### src/rtl/serial_pkg.sv
// Shared types and constants for the serial transmitter.
// Holds the frame FSM encoding and default sizing.
package serial_pkg;

    typedef enum logic [1:0] {
        IDLE,
        START,
        DATA,
        STOP
    } tx_state_t;

    localparam int DEFAULT_DIVIDER = 868;
    localparam int DEFAULT_DATA_W  = 8;
    localparam int FRAME_BITS      = DEFAULT_DATA_W + 2;

    // Counter width that never collapses to zero bits
    function automatic int cnt_w(input int n);
        return (n > 1) ? $clog2(n) : 1;
    endfunction

endpackage

### src/rtl/serial_tx_bit_timer.sv
// Bit-period timer: counts 0..DIVIDER-1 and wraps.
// tick marks the last cycle of each bit period.
module bit_timer
    import serial_pkg::*;
#(
    parameter int DIVIDER = DEFAULT_DIVIDER
) (
    input  logic clk_in,
    input  logic rst_n,
    input  logic clear,
    output logic tick
);

    localparam int            CW   = cnt_w(DIVIDER);
    localparam logic [CW-1:0] LAST = CW'(DIVIDER - 1);

    logic [CW-1:0] r_count;
    logic          w_last;

    assign w_last = (r_count == LAST);
    assign tick   = w_last && !clear;

    always_ff @(posedge clk_in or negedge rst_n) begin
        if (!rst_n) begin
            r_count <= '0;
        end else if (clear || w_last) begin
            r_count <= '0;
        end else begin
            r_count <= r_count + CW'(1);
        end
    end

endmodule

### src/rtl/serial_tx.sv
// UART-style serial transmitter: start, DATA_W bits LSB first, stop.
// Trigger is only honoured in IDLE; outputs are all registered.
module serial_tx
    import serial_pkg::*;
#(
    parameter int DIVIDER = DEFAULT_DIVIDER,
    parameter int DATA_W  = DEFAULT_DATA_W
) (
    input  logic              clk_in,
    input  logic              rst_n,
    input  logic              trigger,
    input  logic [DATA_W-1:0] data_in,
    output logic              data_out,
    output logic              busy,
    output logic              done
);

    localparam int            IW       = cnt_w(DATA_W);
    localparam logic [IW-1:0] LAST_BIT = IW'(DATA_W - 1);

    tx_state_t         r_state;
    logic [DATA_W-1:0] r_shift;
    logic [IW-1:0]     r_bit_idx;
    logic              r_data_out;
    logic              r_busy;
    logic              r_done;

    logic              w_start;
    logic              w_tick;

    assign w_start  = (r_state == IDLE) && trigger;

    assign data_out = r_data_out;
    assign busy     = r_busy;
    assign done     = r_done;

    // Timer restarts on the accepting edge so the start bit is full width
    bit_timer #(
        .DIVIDER (DIVIDER)
    ) u_timer (
        .clk_in (clk_in),
        .rst_n  (rst_n),
        .clear  (w_start),
        .tick   (w_tick)
    );

    always_ff @(posedge clk_in or negedge rst_n) begin
        if (!rst_n) begin
            r_state    <= IDLE;
            r_shift    <= '0;
            r_bit_idx  <= '0;
            r_data_out <= 1'b1;
            r_busy     <= 1'b0;
            r_done     <= 1'b0;
        end else begin
            r_done <= 1'b0;
            case (r_state)
                IDLE: begin
                    if (trigger) begin
                        r_state    <= START;
                        r_shift    <= data_in;
                        r_bit_idx  <= '0;
                        r_busy     <= 1'b1;
                        r_data_out <= 1'b0;
                    end
                end
                START: begin
                    if (w_tick) begin
                        r_state    <= DATA;
                        r_data_out <= r_shift[0];
                    end
                end
                DATA: begin
                    if (w_tick) begin
                        if (r_bit_idx == LAST_BIT) begin
                            r_state    <= STOP;
                            r_data_out <= 1'b1;
                        end else begin
                            r_shift    <= r_shift >> 1;
                            r_data_out <= r_shift[1];
                            r_bit_idx  <= r_bit_idx + IW'(1);
                        end
                    end
                end
                STOP: begin
                    if (w_tick) begin
                        r_state <= IDLE;
                        r_busy  <= 1'b0;
                        r_done  <= 1'b1;
                    end
                end
                default: begin
                    r_state <= IDLE;
                end
            endcase
        end
    end

endmodule

### config.mk
export PLATFORM = sky130hd
export DESIGN_NAME = serial_tx
export DESIGN_NICKNAME = d
export VERILOG_FILES = /design/src/rtl/serial_pkg.sv /design/src/rtl/serial_tx_bit_timer.sv /design/src/rtl/serial_tx.sv
export SDC_FILE = /design/constraint.sdc
export NUM_CORES = 1
export LEC_CHECK = 0
export ABC_AREA = 1
export CAP_MARGIN = 20
export CORE_MARGIN = 2
export CORE_UTILIZATION = 25
export CTS_CLUSTER_SIZE = 40
export DETAILED_ROUTE_END_ITERATION = 7
export PLACE_DENSITY = 0.41
export SYNTH_ARGS = -nofsm -noshare
export SYNTH_HDL_FRONTEND = slang
export SYNTH_SLANG_ARGS = --single-unit
### constraint.sdc
create_clock -name clk_in -period 2.5 [get_ports clk_in]
set_input_delay 0.25 -clock clk_in [delete_from_list [all_inputs] [get_ports clk_in]]
set_output_delay 0.25 -clock clk_in [all_outputs]
set_load 0.05 [all_outputs]
## Word level (Yosys, flattened, before mapping)

Index checks and enable logic that the tools add are counted.
Widths: inputs -> output; s select.

- Register bits: 26
- Input bits: 11
- Output and inout bits: 3

- Add/sub/neg operators: 2
- Eq/ne operators: 11
- Muxes and demuxes: 25
- Reductions and logical operators: 12

Operators with widths:

| cell | number |
|---|---|
| $mux 8 | 3 |
| $pmux 8 s2 | 1 |
| $add 10x1->10 const B | 1 |
| $eq 10x10->1 const B | 1 |
| $mux 10 | 1 |
| $mux 2 | 5 |
| $mux 3 | 3 |
| $mux 1 | 8 |
| $pmux 2 s4 | 1 |
| $reduce_and 4->1 | 2 |
| $ne 2x1->1 const B | 3 |
| $ne 2x2->1 const B | 3 |
| $pmux 3 s2 | 1 |
| $reduce_and 5->1 | 1 |
| $eq 2x2->1 const B | 2 |
| $reduce_bool 2->1 | 2 |
| $add 3x1->3 const B | 1 |
| $eq 3x3->1 const B | 1 |
| $pmux 1 s3 | 1 |
| $reduce_and 3->1 | 1 |
| $reduce_bool 3->1 | 1 |
| $eq 2x1->1 const B | 1 |
| $logic_and 1x1->1 | 2 |
| $logic_not 2->1 | 1 |
| 3 further kinds | 3 |

## Depth between registers and ports, before layout

Gate-level depths: netlist of run 1.

- Depth after elaboration: 6
- Mapped depth: 9
- Depth with buffers taken out: 8

## Modules after synthesis

A second synthesis of run 1 with hierarchy kept.

- Cells, all modules: 182
- Area total of the unflattened synthesis: 1511.4 um^2

By module, submodules not included:

| module | times used | cells each | area an instance (um^2) | sequential area each (um^2) |
|---|---|---|---|---|
| serial_tx | 1 | 107 | 948.4 | 401.6 |
| bit_timer | 1 | 75 | 563.0 | 250.2 |

## Worst setup path after synthesis of run 1

No wires, ideal clock.

- Path type: register -> register
- From: reg r_state[0]
- To: reg r_shift[2]
- Setup time: 122 ps
- Arrival time: 1430 ps
- Required time: 2378 ps
- Slack: 948 ps
- Cell stages (with the launch flop): 10
- Path buffers: 1
- Path through: dfrtp_1 -> inv_1 -> ha_1 -> nand2_1 -> nand4_4 -> a21oi_4 -> nand2_2 -> buf_6 -> nand2_1 -> o21ai_2

- Cells in the longest elaborated chain, start to end: 6

RTL lines:

| element | line | RTL |
|---|---|---|
| start, declared | serial_tx.sv:21 | `tx_state_t r_state;` |
| start signal, assigned | serial_tx.sv:49 | `r_state <= IDLE;` |
| start signal, assigned | serial_tx.sv:60 | `r_state <= START;` |
| start signal, assigned | serial_tx.sv:69 | `r_state <= DATA;` |
| $logic_not 2->1 | serial_tx.sv:31, serial_tx.sv:57 |  |
| $logic_and 1x1->1 | serial_tx.sv:31 | `assign w_start = (r_state == IDLE) && trigger;` |
| $logic_not 1->1 | serial_tx_bit_timer.sv:21 | `assign tick = w_last && !clear;` |
| $logic_and 1x1->1 | serial_tx_bit_timer.sv:21 |  |
| $ne 2x1->1 (no line) | n/a |  |
| $reduce_and 4->1 (no line) | n/a |  |
| end signal, assigned | serial_tx.sv:61 | `r_shift <= data_in;` |
| end signal, assigned | serial_tx.sv:79 | `r_shift <= r_shift >> 1;` |
| end, declared | serial_tx.sv:22 | `logic [DATA_W-1:0] r_shift;` |

Several ways; a longest one is shown, not always the timed one.
A chain may end at the register's enable or synchronous reset.

## Final worst setup path of run 1

- From: reg r_state[0]
- To: reg r_shift[6]

The elaborated chain is that of the path after synthesis.

==> results of run 1 <==
## power by group through the flow
stage	Sequential (mW)	Combinational (mW)	Clock [mW]
floorplan	0.718	0.744	0
global placement	0.684	0.922	0
detailed placement	0.689	0.943	0
CTS	0.680	0.946	0.261
global route	0.706	1.05	0.282
finish	0.679	0.927	0.244
## worst min-delay path by stage
stage	end	slack (ns)	depth (start not counted)
floorplan	busy	-0.05	0
global placement	data_out	0.46	2
detailed placement	data_out	0.46	2
CTS	u_timer.r_count[4]	0.36	2
global route	u_timer.r_count[4]	0.39	2
finish	u_timer.r_count[4]	0.35	2
## worst register-to-register path: stages, from the launching register on
cell and delay, ns:
dfrtp_1 0.42, inv_1 0.11, ha_1 0.32, buf_4 0.27, a21oi_1 0.10, nand2_2 0.40, nand2_1 0.14, o21ai_2 0.08
## sequential cells by signal, indices dropped and copies added, names as in the netlist
register	flops
r_bit_idx	3
u_timer.r_count	10
data_out	1
r_shift	8
r_state	2
done	1
busy	1
## through the flow
stage	worst slack, ns	cell area, um^2	std cells	util [%]
after detailed placement	0.578	1670	246	30.0
after global placement	0.638	1670	246	30.0
final	0.579	1720	250	30.8
after global routing	0.394	1720	250	30.8
after CTS	0.556	1720	250	30.8
after floorplan	0.948	1470	163	-
## layout make-up
class | count | area [um^2]
fillers | 593 | 3860
inverters | 18 | 67.6
repair buffers | 15 | 145
flip-flops and latches | 26 | 652
clock buffers | 4 | 45.0
well taps | 72 | 90.1
multi-input cells | 115 | 717
## cells by family after synthesis
logic type	share of synthesized area, %
AND/OR/NAND/NOR	24.1
flip-flops	44.4
AO/OA/AOI/OAI	12.6
buffers and inverters	6.81
adder cells (fa/ha/maj)	6.81
multiplexers	4.09
XOR/XNOR	1.19
## metal layers
layer	up-vias	GRT usage [%]
met3	2	1.69
li1	560	-
met5	-	0
met1	538	11.6
met4	0	2.54
met2	6	17.8
## cell usage after synthesis
master	number
nand4_4	1
or2_2	2
a21oi_4	1
o21ai_0	4
ha_1	8
o211ai_1	1
nor3b_1	2
a21boi_0	1
a21oi_1	6
nand2_2	3
nand3_1	3
nor2_1	12
buf_6	2
dfstp_2	1
o21bai_1	1
mux2i_1	6
inv_2	1
nand2_1	37
inv_1	17
nor2_2	2
dfrtp_1	25
xor2_1	2
nor3_1	4
and3_1	1
o21ai_2	11
nand4_1	6
nor2_4	1
buf_2	2
## layout by cell type (no fill, tap or decap), drive strengths merged, types with 2 or more instances in the layout
cell type       n
nand2          40
dfrtp          25
inv            18
nor2           15
o21ai          15
clkdlybuf4s50  13
ha              8
a21oi           7
nand4           7
mux2i           6
nor3            4
clkbuf          4
nand3           3
xor2            2
nor3b           2
or2             2
buf             2
==> results.json, run 1 <==
{
  "place_congestion": 0.764,
  "vdd_ir_drop_max_mv": 0.373,
  "drt-initial-drc-count": 59,
  "setup_violations": 0,
  "die_area_mm2": 0.00650,
  "grt_usage_pct": 9.71,
  "clockRootBuffer": "clkbuf_8",
  "cts_made_buffers": 3,
  "hpwlAfterDp_mm": 2.04,
  "dr.pass1.iters": 4,
  "min_period_over_period_pct": 76.8,
  "total_power_mw": 1.85,
  "swShare_pct": 44.0,
  "critPathCapture": "r_shift[6]",
  "io_buffer_count": 13,
  "tightest_slew_ns": 0.512,
  "required_ns": 2.69,
  "crit-reg2reg-launch": "r_state[0]",
  "wl_met1_mm": 1.28,
  "period_minus_slack_ns": 1.92,
  "grt_max_degree": 27,
  "overflow": 0,
  "grt_pass1_wl_mm": 4.98,
  "crit_path_start": "r_state[0]",
  "max-cap-violations": 0,
  "wl_met3_um": 57,
  "path_cells": "inv_1, ha_1, buf_4, a21oi_1, nand2_2, nand2_1, o21ai_2",
  "cp-end-kind": "flop",
  "power_density_mw_per_mm2": 1080,
  "start_kind": "flop",
  "clock_latency_ns": 0.27,
  "ys_top_cells_by_area": "dfrtp_1, nand2_1, ha_1, o21ai_2, inv_1",
  "postCtsResizedCells": 0,
  "report.final.slew_viol_count": 0,
  "crit_fanout": 22,
  "via_count": 1106,
  "r2r-end": "r_shift[6]",
  "avgSynthCellArea_um2": 9.01,
  "cts_setup_buffers": 0,
  "switching_power_mw": 0.814,
  "crit_type": "reg2reg",
  "cts_tree": "done",
  "hold_viol_final": 0,
  "drive_gt1_share_pct": 15.7,
  "combPwrFrac_pct": 50.1,
  "ys_types": 28,
  "fmax_mhz": 521,
  "syn_nets": 182,
  "reg2reg_depth": 7,
  "cts_hold_buffers": 0,
  "htreeDepth": 1,
  "met2_length_mm": 1.38,
  "grt_pass1_vias": 1157,
  "die_h_um": 80.7,
  "p_int_mw": 1.04,
  "netlist_area_mm2": 0.00147,
  "cp_data_arrival_time_ns": 2.11,
  "reg2reg_setup_slack_ns": 0.58,
  "hold_path_class": "in2async",
  "crit_family": "simple AND/OR/NAND/NOR gates",
  "cts_sinks": 26,
  "pwr-share-seq_pct": 36.7,
  "finalClockSkew_ns": 0.00515,
  "wl_per_cell_um": 10.9,
  "antenna_found_initial": 0,
  "synth_top_cell_by_area": "dfrtp_1",
  "area_growth_pct": 16.9,
  "clockPowerShare_pct": 13.2,
  "worst-path-buf-inv": 2,
  "hold_ws_ns": 0.354,
  "cellLeakagePower_nw": 0.756,
  "cts_buffer_depth": 2,
  "status": "completed",
  "worst_path_max_delay_cell": "dfrtp_1",
  "yosysTopAreaCellShare_pct": 42.6,
  "drt-total-wl_mm": 2.73,
  "fp.dieW_um": 80.7,
  "critical-path-max-stage-delay_ns": 0.42,
  "core_area_mm2": 0.00557,
  "netlist_instances": 163,
  "rsz0062_at_grt": "false",
  "synth_warnings": 0,
  "slew_headroom_pct": 65.7,
  "vias_per_cell": 4.42,
  "ant_nets": 0,
  "ys_seq_elements": 26,
  "setup_tns_ns": 0,
  "core.rowCount": 27,
  "antenna_cells": 0,
  "initial_core_util_pct": 26.4,
  "drc_errors": 0,
  "io-pin-count": 14,
  "clkTransAtPathRegs_ns": 0.09,
  "path_depth": 7,
  "synth_seq_area_share_pct": 44.4,
  "nets": 198,
  "top_layer": "met4"
}
No activity file was read; power rests on OpenSTA's default activity.
==> inputs of run 2 (changes only) <==
==> constraint.sdc (replaced) <==
create_clock -name clk_in -period 2 [get_ports clk_in]
set_input_delay 0.2 -clock clk_in [delete_from_list [all_inputs] [get_ports clk_in]]
set_output_delay 0.2 -clock clk_in [all_outputs]
set_load 0.05 [all_outputs]
==> results.json, run 2 (synthesis results as in run 1) <==
{
  "status": "completed",
  "core_area_mm2": 0.00557,
  "drive_gt1_share_pct": 16.7,
  "area_growth_pct": 18.2,
  "multiInputGateArea_um2": 722,
  "total_power_mw": 2.36,
  "min_period_over_period_pct": 90.1,
  "hold_ws_ns": 0.302,
  "report.final.slew_viol_count": 0,
  "top_regs": "u_timer.r_count (10), r_shift (8), r_bit_idx (3)",
  "worst-path-buf-inv": 1,
  "tightest_slew_ns": 0.495,
  "start_kind": "flop",
  "io-pin-count": 14,
  "slew_headroom_pct": 66.9,
  "antenna_found_initial": 0,
  "setup_violations": 0,
  "critical-path-max-stage-delay_ns": 0.80,
  "overflow": 0,
  "clock_latency_ns": 0.27,
  "grt_usage_pct": 10.1,
  "fp.dieW_um": 80.7,
  "grt_pass1_vias": 1096,
  "rsz0062_at_grt": "false",
  "drt-total-wl_mm": 2.77,
  "largest_reg_flops": 10,
  "core.rowCount": 27,
  "antenna_cells": 0,
  "setup_tns_ns": 0,
  "cellLeakagePower_nw": 0.770,
  "dpl.cell_count": 248,
  "grt_max_degree": 27,
  "hpwlAfterDp_mm": 2.07,
  "cp-end-kind": "output pin",
  "max-cap-violations": 0,
  "htreeDepth": 1,
  "largest_register": "u_timer.r_count",
  "finalClockSkew_ns": 0.00601,
  "drt-initial-drc-count": 41,
  "setup_ws_ns": 0.198,
  "final_cell_mix": "nand2_1, dfrtp_1, inv_1, clkdlybuf4s50_1, nor2_1",
  "layout_commonest_cell": "nand2_1",
  "cts_made_buffers": 3,
  "vdd_ir_drop_max_mv": 0.395,
  "regArea_um2": 652,
  "crit_type": "reg2out",
  "vias_per_cell": 4.45,
  "initial_core_util_pct": 26.4,
  "cts_sinks": 26,
  "fillCellCount": 602,
  "cts_buffer_depth": 2,
  "die_area_mm2": 0.00650,
  "clockRootBuffer": "clkbuf_8",
  "path_cells": "clkdlybuf4s50_1",
  "nets": 200,
  "cts_setup_buffers": 0,
  "crit_fanout": 2,
  "clkTransAtPathRegs_ns": 0.10,
  "period_minus_slack_ns": 1.80,
  "cp_data_arrival_time_ns": 1.60,
  "wl_per_cell_um": 11.0,
  "crit_family": "buffers and inverters",
  "drc_errors": 0,
  "worst_path_max_delay_cell": "clkdlybuf4s50_1",
  "required_ns": 1.80,
  "die_h_um": 80.7,
  "io_buffer_count": 13,
  "via_count": 1121,
  "place_congestion": 0.839,
  "dpl_worst_slack_ns": 0.0858,
  "hold_viol_final": 0,
  "final_cells": 252,
  "ant_nets": 0,
  "power_density_mw_per_mm2": 1360,
  "cts_tree": "done",
  "fmax_mhz": 555,
  "hold_path_class": "in2async",
  "grt_pass1_wl_mm": 5.10,
  "dr.pass1.iters": 6
}
-- run 2: final timing paths --
| check | start | to | slack (ns) | depth (start not counted) |
|---|---|---|---|---|
| min reg2reg | data_out | data_out | 0.47 | 2 |
| max reg2reg | r_state[0] | r_bit_idx[1] | 0.24 | 7 |
| max in group asynchronous | rst_n | data_out | 1.39 | 2 |
| max | data_out | data_out | 0.20 | 1 |
| min | rst_n | u_timer.r_count[3] | 0.30 | 2 |
| min in group clk_in | data_out | data_out | 0.47 | 2 |
-- run 2: power breakdown --
| part | switching, mW | leakage [nW] | internal, mW |
|---|---|---|---|
| registers | 0.124 | 0.334 | 0.717 |
| logic | 0.747 | 0.413 | 0.464 |
| clock network | 0.171 | 0.0228 | 0.143 |
-- run 2: metrics by stage --
step                      instance area (um^2)  util [%]
after global routing                      1740      31.2
after global placement                    1690      30.3
final                                     1740      31.2
after CTS                                 1730      31.1
after floorplan                           1470         -
after detailed placement                  1690      30.3
-- run 2: routing by layer --
metal	part of all wire, %	up-vias	global-route usage, %
met5	0	-	0
met4	0.54	0	3.56
met3	3.4	2	2.02
met2	50	19	17.2
met1	45	533	12.5
li1	-	567	-
-- run 2: final cells by class --
type / count / area share, %
clock buffer: 4 / 2.59
inverter: 18 / 3.89
multi-input combinational: 115 / 41.6
sequential: 26 / 37.5
tap: 72 / 5.19
timing repair buffer: 17 / 9.22
-- run 2: what timing repair did --
item | 4_1_cts | 5_1_grt
setup endpoints to repair | 0 | 11
hold buffers | 0 | 0
gates resized for setup | 0 | 1
endpoints found under the hold margin | 0 | 0
==> edit 1 (settings of run 2) <==
Re-encode `tx_state_t` (4 states) as one-hot, 4 bits wide.
--- a/src/rtl/serial_pkg.sv
+++ b/src/rtl/serial_pkg.sv
@@ -2,11 +2,11 @@
 // Holds the frame FSM encoding and default sizing.
 package serial_pkg;
 
-    typedef enum logic [1:0] {
-        IDLE,
-        START,
-        DATA,
-        STOP
+    typedef enum logic [3:0] {
+        IDLE  = 4'b0001,
+        START = 4'b0010,
+        DATA  = 4'b0100,
+        STOP  = 4'b1000
     } tx_state_t;
 
     localparam int DEFAULT_DIVIDER = 868;
Check against the original RTL: same outputs for any inputs over 10 cycles, from zero or initial values and one cycle with rst_n low; not proved beyond that.
==> edit 1 against run 2 <==
  * First-iteration DRC count shrank 2.4%
  * Sequential share of layout area rose by 2.5 points
  * Via count rose by 5.4%
  * Register-to-register slack lost 0.04 ns
  * Critical path depth unchanged
  * Clock power increased by 4%
  * Area after synthesis is 1.4% higher
  * Worst setup slack got worse by 0.0078 ns
  * Wire length up 10%
  * Final area grew 1.1%
  * Largest power group unchanged
  * Power decreased by 8.9%
  * Global-route usage increased by 0.12 points
  * Sequential cell count up 2
==> edit 1: results (changes against run 2) <==
GRT
  – Largest net degree at the start of global routing: 29 (+7.4%)
  – First-pass GRT wire length: 5200 um (+1.9%)
  – Vias in the first global route: 1,129 (+3.0%)
  – Met1 Use GR: 14.2% (+1.7 points)
  – GRT Util Overall: 10.2% (+0.12 points)
  – GRT met3 Usage: 1.78% (-0.24 points)
  – Met2 Use GR: 15.6% (-1.5 points)

Placement
  – Placer Congestion: 0.704 (-16%)
  – Hpwl dp: 2210 um (+6.9%)
  – Post-Place Cells: 272 (+9.7%)

Cells and area
  – Biggest regs: u_timer.r_count (10), r_shift (8), r_state (4)
  – Fraction of layout cells with a size suffix above 1: 12.4% (-4.2 points)
  – Nets: 216 (+8.0%)
  – Fillers: 644 (+7.0%)
  – Finished Layout Cells: 276 (+9.5%)

Pwr
  – Pleak: 0.862 nW (+12%)
  – Internal: 1.24 mW (-6.1%)
  – Maximum VDD drop: 421 uV (+6.7%)

Synthesis
  – Mux contribution to synthesized area: 0% (-4.1 points)
  – Cell variety after synth: 26 (-7.1%)
  – Mean Syn Cell Area: 8.10 um^2 (-10%)
  – Adder-cell share of the synthesized area: 2.52% (-4.3 points)
  – Synth top cells by count: 69 x nand2_1, 26 x dfrtp_1, 16 x nor2_1, 12 x nand3_1, 10 x inv_1
  – Compound-Gate Fraction of Synth Area: 3.61% (-9.0 points)
  – Post-Synth XOR/XNOR Area: 0.588% (-0.60 points)
  – Synthesized net count: 198 (+8.8%)
  – Synth top area cells: dfrtp_1 44%, nand2_1 17%, nand3_1 4.0%, nor2_1 4.0%, dfstp_2 3.5%
  – Seq/Total Area, Yosys: 47.2% (+2.8 points)

Routing
  – Initial DRC Count: 40 (-2.4%)
  – Final wirelength: 3050 um (+10%)
  – Routed vias/inst: 4.28 (-3.7%)
  – Pre-antenna DRT Iters: 4 (-2)

Timing
  – Hold slack: 0.290 ns (-0.0122 ns)

Worst setup path
  – Cells on worst reg2reg path: 10 (+3)
  – Worst R2R Start: u_timer.r_count[0]$_DFF_PN0_

Run status
  – Outcome: complete, no violations
==> edit 1: cell count changes after synthesis, moves of 3 or more <==
cell	delta
mux2i_1	-6
nand2_1	+32
a21oi_1	-3
nor2_1	+4
ha_1	-5
o21ai_2	-11
inv_1	-7
nand3_1	+9
==> edit 1: final cells by class <==
type	count	area, um^2	share of cell area (%)
inverters	12	45.0	2.57
well taps	75	93.8	5.35
clock buffers	4	45.0	2.57
flip-flops and latches	28	703	40.1
repair buffers	18	168	9.55
multi-input cells	139	701	39.9
==> edit 1: worst register-to-register path, delay by kind of cell, from the launching register on <==
family,cells,cell delay (ns)
fa+ha+maj,1,0.21
flops,1,0.45
buf+inv,2,0.28
simple gates,6,0.52
compound gates,1,0.28
==> edit 1: how the worst max path moves through the flow <==
stage                     cells past startpoint                          from  slack [ns]                        to
after global routing                         10  u_timer.r_count[0]$_DFF_PN0_        0.03    r_shift[2]$_DFFE_PN0P_
final                                         1          data_out$_DFFE_PN1P_        0.19                  data_out
after global placement                       10  u_timer.r_count[0]$_DFF_PN0_        0.24    r_shift[7]$_DFFE_PN0P_
after detailed placement                     10  u_timer.r_count[0]$_DFF_PN0_        0.18  r_bit_idx[2]$_DFFE_PN0P_
after CTS                                    10  u_timer.r_count[0]$_DFF_PN0_        0.17  r_bit_idx[2]$_DFFE_PN0P_
after floorplan                              11  u_timer.r_count[0]$_DFF_PN0_        0.42  r_bit_idx[2]$_DFFE_PN0P_
==> edit 1: kinds of logic (layout without fill, tap and decap cells) <==
family,count (synthesis),after routing
AOI/OAI and AO/OA,8,8
xor gates and xnor gates,1,1
adders and majority gates,3,3
buffers and inverters,17,34
DFF,28,28
and+or+nand+nor,127,127
==> edit 1: repair_timing <==
action,CTS,global route
gates resized for setup,0,1
setup endpoints to repair,0,5
hold buffers,0,0
==> edit 1: power groups by stage <==
stage	Sequential (mW)	Clock [mW]	Combinational, mW
after floorplan	0.900	0	0.738
after global placement	0.904	0	0.948
after detailed placement	0.901	0	0.935
after CTS	0.891	0.344	0.938
after global routing	0.911	0.364	1.07
final	0.889	0.326	0.939
==> edit 1: per-layer routing <==
layer | vias up | share of wire [%] | routed length [um]
met1 | 540 | 54 | 1640
met2 | 15 | 42 | 1280
li1 | 623 | - | -
met4 | 0 | 1.5 | 45
met5 | - | 0 | 0
met3 | 4 | 2.8 | 84
==> edit 1: stage by stage <==
stage / worst slack, ns / total power, mW / cell area, um^2 / util, %
6_report: 0.190 / 2.15 / 1760 / 30.0
3_3_place_gp: 0.238 / 1.85 / 1710 / 29.1
2_1_floorplan: 0.424 / 1.64 / 1490 / -
3_5_place_dp: 0.177 / 1.84 / 1710 / 29.1
5_1_grt: 0.0350 / 2.34 / 1760 / 30.0
4_1_cts: 0.172 / 2.17 / 1750 / 29.9
==> edit 2 (flow settings as in run 2) <==
Made on the original files. The package constant `DEFAULT_DATA_W` goes from 8 to 12.
--- a/src/rtl/serial_pkg.sv
+++ b/src/rtl/serial_pkg.sv
@@ -10,7 +10,7 @@
     } tx_state_t;
 
     localparam int DEFAULT_DIVIDER = 868;
-    localparam int DEFAULT_DATA_W  = 8;
+    localparam int DEFAULT_DATA_W  = 12;
     localparam int FRAME_BITS      = DEFAULT_DATA_W + 2;
 
     // Counter width that never collapses to zero bits
Interface: changed (resized data_in); port bits go from 14 to 18. No check against the original RTL was run, so the function may have changed too.
==> edit 2 against run 2 <==
  * Area after synthesis up 18%
  * Worst setup slack worse by 0.013 ns
  * Power up 33%
  * Final area up 23%
  * Clock skew up 0.00092 ns
  * First-iteration DRC count up 20%
  * Synthesized cell count up 37%
  * Global-route usage up 1.7 points
  * Sequential cell count up 5
  * Maximum frequency down 0.74%
  * Register-to-register slack worse by 0.02 ns
  * Wire length up 39%
  * Via count up 30%
  * Critical path type unchanged
  * Critical endpoint unchanged
  * Largest power group unchanged
==> edit 2: results (changes against run 2) <==
Cells and area
  – Fraction of layout cells with a size suffix above 1: 11.6% (-5.1 points)
  – Biggest regs: r_shift (12), u_timer.r_count (10), r_bit_idx (4)
  – Nets: 272 (+36%)

GRT
  – GRT met3 Usage: 2.94% (+0.92 points)
  – First-pass GRT wire length: 6910 um (+36%)
  – Largest net degree at the start of global routing: 32 (+19%)
  – Met2 Use GR: 19.8% (+2.7 points)
  – Met1 Use GR: 14.2% (+1.7 points)

Placement
  – Pre-CTS worst setup slack: 0.197 ns (+0.111 ns)
  – Hpwl dp: 2750 um (+33%)
  – IO Port Bufs: 17 (+4)
  – DP Area: 2020 um^2 (+20%)
  – Post-Place Cells: 323 (+30%)

Routing
  – Final wirelength: 3850 um (+39%)
  – Metal2 WL: 1800 um (+28%)
  – Met1 Wirelength: 1860 um (+47%)
  – Initial DRC Count: 49 (+20%)
  – Met3 WL: 139 um (+46%)
  – Routed vias/inst: 4.41 (-0.91%)

Run status
  – Outcome: complete, no violations

Worst setup path
  – Reg-to-Reg End: r_shift[1]$_DFFE_PN0P_
  – Cells on worst reg2reg path: 8 (+1)
  – Critical Path AT: 1.62 ns (+0.02 ns)

Synthesis
  – Cells after Synth: 224 (+37%)
  – Mux contribution to synthesized area: 0% (-4.1 points)
  – Compound-Gate Fraction of Synth Area: 4.62% (-8.0 points)
  – Post-Synth XOR/XNOR Area: 2.02% (+0.83 points)
  – Cell variety after synth: 26 (-7.1%)
  – Seq/Total Area, Yosys: 44.8% (+0.46 points)
  – Synth top area cells: dfrtp_1 43%, nand2_1 20%, ha_1 5.1%, nand3_1 4.9%, inv_1 3.0%
  – Synthesized net count: 246 (+35%)

Pwr
  – Maximum VDD drop: 479 uV (+21%)

Timing
  – Final Skew: 0.00693 ns (+0.000923 ns)
  – Hold slack: 0.321 ns (+0.0184 ns)

Clock tree
  – CTS clk-pin slew, worst paths: 0.07 ns (-0.03 ns)
  – Htree depth: 2 (+1)
edit 2: worst min path at each step:
| stage | startpoint | end |
|---|---|---|
| floorplan | rst_n | busy$_DFFE_PN0P_ |
| global placement | r_shift[0]$_DFFE_PN0P_ | r_shift[0]$_DFFE_PN0P_ |
| detailed placement | r_shift[4]$_DFFE_PN0P_ | r_shift[4]$_DFFE_PN0P_ |
| CTS | rst_n | u_timer.r_count[3]$_DFF_PN0_ |
| global route | rst_n | u_timer.r_count[4]$_DFF_PN0_ |
| finish | rst_n | busy$_DFFE_PN0P_ |
edit 2: layout make-up:
| type | count | area [um^2] |
|---|---|---|
| fillers | 747 | 4620 |
| inverters | 16 | 60.1 |
| repair buffers | 26 | 238 |
| clock buffers | 6 | 82.6 |
| clock inverters | 2 | 35.0 |
| multi-input cells | 170 | 848 |
| well taps | 80 | 100 |
| flip-flops and latches | 31 | 777 |
edit 2: power by group:
group | switching [mW] | internal (mW)
Clock | 0.242 | 0.403
Sequential | 0.159 | 0.859
Combinational | 0.942 | 0.550
